--- src/rtl/alert_pkg.sv ---
// Shared types and helpers for the detect alert controller.
package alert_pkg;

  typedef enum logic [1:0] {
    IDLE    = 2'd0,
    BEEP    = 2'd1,
    HOLDOFF = 2'd2
  } alert_state_t;

  // Bits needed to hold an unsigned counter whose largest value is maxv (at least 1).
  function automatic int cnt_w(input int maxv);
    return (maxv < 2) ? 1 : $clog2(maxv + 1);
  endfunction

endpackage

--- src/rtl/detect_alert_ctrl_tone_gen.sv ---
// Square-wave tone generator: toggles every 'half' enabled cycles, restarts low when disabled.
module tone_gen
  import alert_pkg::*;
#(
  parameter int HW = 4
) (
  input  logic          clk,
  input  logic          reset,
  input  logic          en,
  input  logic [HW-1:0] half,
  output logic          sq
);

  logic [HW-1:0] cnt;

  // Half-period counter; the output flips as the counter wraps.
  always_ff @(posedge clk) begin
    if (reset || !en) begin
      cnt <= '0;
      sq  <= 1'b0;
    end else if (cnt == half - HW'(1)) begin
      cnt <= '0;
      sq  <= ~sq;
    end else begin
      cnt <= cnt + HW'(1);
    end
  end

endmodule

--- src/rtl/detect_alert_ctrl.sv ---
// Alert controller after the word detector: confirms repeated hits per channel,
// then plays a channel-specific tone, followed by a hold-off window.
// Optional macro DETECT_ALERT_MUTE_EN adds mute_in, which silences beep only.
module detect_alert_ctrl
  import alert_pkg::*;
#(
  parameter int NCH            = 2,
  parameter int CONFIRM        = 2,
  parameter int BEEP_CYCLES    = 50000000,
  parameter int HOLDOFF_CYCLES = 25000000,
  parameter int TONE_HALF      = 6250,
  parameter int TONE_STEP      = 1250,
  localparam int AW            = (NCH > 1) ? $clog2(NCH) : 1
) (
  input  logic           clk,
  input  logic           reset,
  input  logic           dv_in,
  input  logic [NCH-1:0] hit_in,
  input  logic           vad_in,
`ifdef DETECT_ALERT_MUTE_EN
  input  logic           mute_in,
`endif
  output logic           beep,
  output logic           alert_active,
  output logic [AW-1:0]  alert_id,
  output logic [NCH-1:0] led_hit,
  output logic           led_vad
);

  localparam int CW       = cnt_w(CONFIRM);
  localparam int DW       = cnt_w(BEEP_CYCLES - 1);
  localparam int HOLD_MAX = (HOLDOFF_CYCLES > 0) ? HOLDOFF_CYCLES - 1 : 0;
  localparam int OW       = cnt_w(HOLD_MAX);
  localparam int HALF_MAX = TONE_HALF + (NCH - 1) * TONE_STEP;
  localparam int HW       = cnt_w(HALF_MAX);

  alert_state_t            state, state_nxt;
  logic [NCH-1:0][CW-1:0]  conf_q, conf_nxt;
  logic [NCH-1:0]          reach;
  logic                    fire;
  logic [AW-1:0]           fire_id;
  logic [HW-1:0]           fire_half, half_q;
  logic [DW-1:0]           dur_q;
  logic [OW-1:0]           hold_q;
  logic                    tone_sq;

  // Per-channel next confirm count (saturating) and which channels reach CONFIRM now.
  always_comb begin
    conf_nxt = conf_q;
    reach    = '0;
    for (int k = 0; k < NCH; k++) begin
      if (dv_in) begin
        if (!hit_in[k])                     conf_nxt[k] = '0;
        else if (conf_q[k] != CW'(CONFIRM)) conf_nxt[k] = conf_q[k] + CW'(1);
      end
      reach[k] = dv_in && hit_in[k] && (conf_nxt[k] == CW'(CONFIRM));
    end
  end

  // Fire arbitration: lowest reaching channel wins and picks its tone.
  always_comb begin
    fire      = (state == IDLE) && (|reach);
    fire_id   = '0;
    fire_half = HW'(TONE_HALF);
    for (int k = NCH - 1; k >= 0; k--) begin
      if (reach[k]) begin
        fire_id   = AW'(k);
        fire_half = HW'(TONE_HALF + k * TONE_STEP);
      end
    end
  end

  // State register.
  always_ff @(posedge clk) begin
    if (reset) state <= IDLE;
    else       state <= state_nxt;
  end

  // Next-state logic.
  always_comb begin
    state_nxt = state;
    case (state)
      IDLE:    if (fire) state_nxt = BEEP;
      BEEP:    if (dur_q == DW'(BEEP_CYCLES - 1))
                 state_nxt = (HOLDOFF_CYCLES == 0) ? IDLE : HOLDOFF;
      HOLDOFF: if (hold_q == OW'(HOLD_MAX)) state_nxt = IDLE;
      default: state_nxt = IDLE;
    endcase
  end

  // Timers, confirm counters, alert bookkeeping and LED capture.
  always_ff @(posedge clk) begin
    if (reset) begin
      dur_q    <= '0;
      hold_q   <= '0;
      conf_q   <= '0;
      alert_id <= '0;
      half_q   <= HW'(TONE_HALF);
      led_hit  <= '0;
      led_vad  <= 1'b0;
    end else begin
      dur_q  <= (state == BEEP && state_nxt == BEEP) ? dur_q + DW'(1) : '0;
      hold_q <= (state == HOLDOFF && state_nxt == HOLDOFF) ? hold_q + OW'(1) : '0;
      // Counters only move in IDLE; a fire clears them so the next alert starts fresh.
      if (state == IDLE && dv_in) conf_q <= fire ? '0 : conf_nxt;
      if (fire) begin
        alert_id <= fire_id;
        half_q   <= fire_half;
      end
      led_vad <= vad_in;
      if (dv_in) led_hit <= hit_in;
    end
  end

  tone_gen #(.HW(HW)) u_tone (
    .clk   (clk),
    .reset (reset),
    .en    (state == BEEP),
    .half  (half_q),
    .sq    (tone_sq)
  );

  // Outputs: tone is gated by the beep window so it drops the moment the alert ends.
  always_comb begin
    alert_active = (state == BEEP);
`ifdef DETECT_ALERT_MUTE_EN
    beep = tone_sq && alert_active && !mute_in;
`else
    beep = tone_sq && alert_active;
`endif
  end

endmodule

--- config.mk ---
export PLATFORM = sky130hd
export DESIGN_NAME = detect_alert_ctrl
export DESIGN_NICKNAME = d
export VERILOG_FILES = /design/src/rtl/alert_pkg.sv /design/src/rtl/detect_alert_ctrl_tone_gen.sv /design/src/rtl/detect_alert_ctrl.sv
export SDC_FILE = /design/constraint.sdc
export NUM_CORES = 1
export LEC_CHECK = 0
export ABC_CLOCK_PERIOD_IN_PS = 2800
export BUFFER_PORTS_ARGS = -buffer_cell sky130_fd_sc_hd__buf_2
export CAP_MARGIN = 20
export CORE_UTILIZATION = 55
export CTS_CLUSTER_DIAMETER = 200
export CTS_CLUSTER_SIZE = 12
export DETAILED_ROUTE_END_ITERATION = 8
export GPL_TIMING_DRIVEN = 1
export PLACE_DENSITY = 0.75
export SLEW_MARGIN = 0
export SYNTH_ARGS = -nofsm -noshare
export SYNTH_HDL_FRONTEND = slang
export SYNTH_SLANG_ARGS = --single-unit
--- constraint.sdc ---
create_clock -name clk -period 2.8 [get_ports clk]
set_clock_uncertainty 0.15 [all_clocks]
set_input_delay 0.14 -clock clk [delete_from_list [all_inputs] [get_ports clk]]
set_output_delay 0.14 -clock clk [all_outputs]
set_load 0.005 [all_outputs]
==> impl_metrics.csv <==
group,metric,value,unit
outcome,status,"finished, final reports clean",
global_route,grt_max_degree,26,
clocking,cts_sinks,76,
sta,period_share,94.87,%
placement,dp_cells,470,
floorplanning,initial_core_util,56.89,%
synth,synth_area_per_cell,8.697,um2
synth,synth-seq-cells,76,
synth,synth_area,3348,um2
clocking,htree_levels,3,
sta,finalSetupTns,0,ns
floorplanning,die-height,80.03,um
synth,ys.flop_type,"dfxtp_1",
worst_setup_path,crit_top_cell,"or4_1",
global_route,grtUsageTotal,21.62,%
clocking,cts_root_buf,"clkbuf_8",
worst_setup_path,crit_fanout,25,
detailed_routing,drt-pass1-iter-count,4,
power_and_ir_drop,finalPower,0.001947,W
hold_path,hp-class,"primary input to register",
cells_and_area,final_cells,494,
placement,post_dp_cell_area,3513,um2
clocking,ctsLongestPathBuffers,2,
worst_setup_path,worstPathRequired,2.87,ns
synth,syn_nets,397,
cells_and_area,final_cell_area,3787,um2
worst_setup_path,crit_type,"register to register",
worst_setup_path,slowest_delay,0.56,ns
placement,dp_hpwl,4095,um
detailed_routing,drt-wirelength-per-cell,12.32,um
placement,gp_congestion,0.7975,
sta,fmax,376.5,MHz
clocking,clk_latency,0.34,ns
detailed_routing,wl,6086,um
power_and_ir_drop,switching_share,20.67,%
floorplanning,rows,28,
global_route,grt_pass1_vias,2558,
sta,fin_ws,0.1437,ns
global_route,grt-ovfl-total,0,
worst_setup_path,cp_slowest_cell,"or4_4",
worst_setup_path,arrival,2.73,ns
worst_setup_path,cp-start-kind,"register",
clocking,cts_tree,"built",
sta,finalSetupViolCount,0,
synth,yosysSeqAreaShare,45.44,%
placement,place_ws,0.1481,ns
power_and_ir_drop,power_density,514.1,nW/um2
power_and_ir_drop,clkPwrFrac,41.8,%
clocking,clk_pin_slew,0.07,ns
power_and_ir_drop,ir_drop,0.3904,mV
clocking,post-cts-setup-buffers,0,
detailed_routing,viasPerCell,5.350,
floorplanning,fp.dieW,80.03,um
power_and_ir_drop,combPwrFrac,2.3,%
synth,yosys_warnings,0,
sta,worst_pin_slew,0.5287,ns
clocking,cts_buffers,9,
cells_and_area,antenna_cells,0,
synth,async_flop_share,0,%
detailed_routing,ant_nets,0,
power_and_ir_drop,p_leak,1.284,nW
worst_setup_path,cp_cell_sequence,"or4_1, or4_1, or4_4, o31ai_4, buf_12, nor2_1",
cells_and_area,layout.nets,426,
detailed_routing,vias,2643,
synth,synth_edf_count,0,
sta,slew_viol_final,0,
cells_and_area,drive_gt1_share,9.069,%
power_and_ir_drop,power_switching,0.0004025,W
worst_setup_path,worst_setup_path_end_kind,"register",
global_route,grt_antenna_before_repair,0,
floorplanning,boundaryPins,12,
power_and_ir_drop,p_int,0.001544,W
flow_run,max-cap-violations,0,
floorplanning,die_area,6404,um2
power_and_ir_drop,pwr-share-seq,55.9,%
sta,hold_violations,0,
global_route,grt_pass1_wl,10790,um
detailed_routing,first_iter_violations,109,
floorplanning,core,5886,um2
cells_and_area,areaGrowthSynthToFinish,13.12,%
cells_and_area,layout_commonest_cell,"nor2_1",
sta,grt_setup_unrepaired,"no",
sta,period_needed,2.656,ns
synth,synth_cells,385,
detailed_routing,drc,0,
synth,synth_cell_types,34,
cells_and_area,final_cell_mix,"nor2_1 (92), dfxtp_1 (76), xor2_1 (37)",
sta,max_slew_margin,64.49,%
placement,port_buffers,11,
final timing paths:
check                      start                endpoint  slack (ns)  depth (start not counted)
min reg2reg  dur_q[0]$_SDFF_PP0_     dur_q[0]$_SDFF_PP0_        0.32                          1
min                        dv_in  conf_q[3]$_SDFFE_PP0P_        0.25                          4
max reg2reg  dur_q[8]$_SDFF_PP0_    dur_q[23]$_SDFF_PP0_        0.14                          6
max          dur_q[8]$_SDFF_PP0_    dur_q[23]$_SDFF_PP0_        0.14                          6
final cells by class:
type,count,area [um2]
Clock buffer,12,145.1
Tap cell,75,93.84
Clock inverter,4,48.80
Fill cell,493,2098
Timing Repair Buffer,27,207.7
Sequential cell,76,1521
Inverter,14,52.55
Multi-Input combinational cell,286,1718
registers in the layout (all words and copies together) (netlist names):
register / count
half_q: 2
u_tone.cnt: 13
hold_q: 25
u_tone.sq: 1
conf_q: 4
state: 2
dur_q: 26
led_hit: 2
led_vad: 1
worst max-delay path, delay by kind of cell (launching register included):
family | cells | cell delay [ns]
and+or+nand+nor | 4 | 1.61
DFF | 1 | 0.35
buffers and inverters | 1 | 0.20
AOI/OAI and AO/OA | 1 | 0.23
kinds of logic (layout without fill, tap and decap cells):
group                    Yosys count  in the layout  synth area share, %
AND/OR/NAND/NOR                  204            204                29.52
buffers and inverters             23             57                3.251
multiplexers                       2              2               0.5979
flip-flops                        76             76                45.44
XOR/XNOR                          61             61                15.96
AO/OA/AOI/OAI                     13             13                2.990
adder cells (fa/ha/maj)            6              6                2.242
power by group through the flow:
stage | clock network [W] | registers (W) | logic [W]
finish | 0.000814 | 0.00109 | 0.0000448
global route | 0.000893 | 0.00109 | 0.0000498
CTS | 0.000838 | 0.00109 | 0.0000443
detailed placement | 0 | 0.00111 | 0.0000347
global placement | 0 | 0.00111 | 0.0000329
floorplan | 0 | 0.00111 | 0.0000225
metal layers:
layer | up-vias | GRT usage, % | share of wire (%)
met4 | 0 | 11.25 | 1.4
met2 | 37 | 34.10 | 48
li1 | 1355 | - | -
met5 | - | 0 | 0
met3 | 10 | 6.171 | 3.5
met1 | 1241 | 26.68 | 47
stage by stage:
step	util (%)	hold WS (ns)
after CTS	64.35	0.2258
final	64.35	0.2525
after global placement	59.69	0.1986
after detailed placement	59.69	0.2356
after floorplan	-	0.1182
after global routing	64.35	0.2712
synthesized netlist by cell type (all sizes together) (3+ instances only):
cell type	count	area, um2
nand2	19	71.32
o21ai	4	20.02
or4	5	41.29
and3	7	45.05
a32oi	3	26.28
ha	6	75.07
clkbuf	6	22.52
dfxtp	76	1521
and2	7	45.05
xor2	37	324.1
and4	4	35.03
nor4	6	37.54
inv	14	52.55
nand4	21	131.4
nor3	9	45.04
nand3	26	130.1
xnor2	24	210.2
nor2	92	345.3
buf	3	33.78
repair_timing:
item / in CTS / in global routing
resized for setup: 0 / 0
hold buffers: 8 / 0
hold endpoints to repair: 8 / 0
No activity file was read; power rests on OpenSTA's default activity.
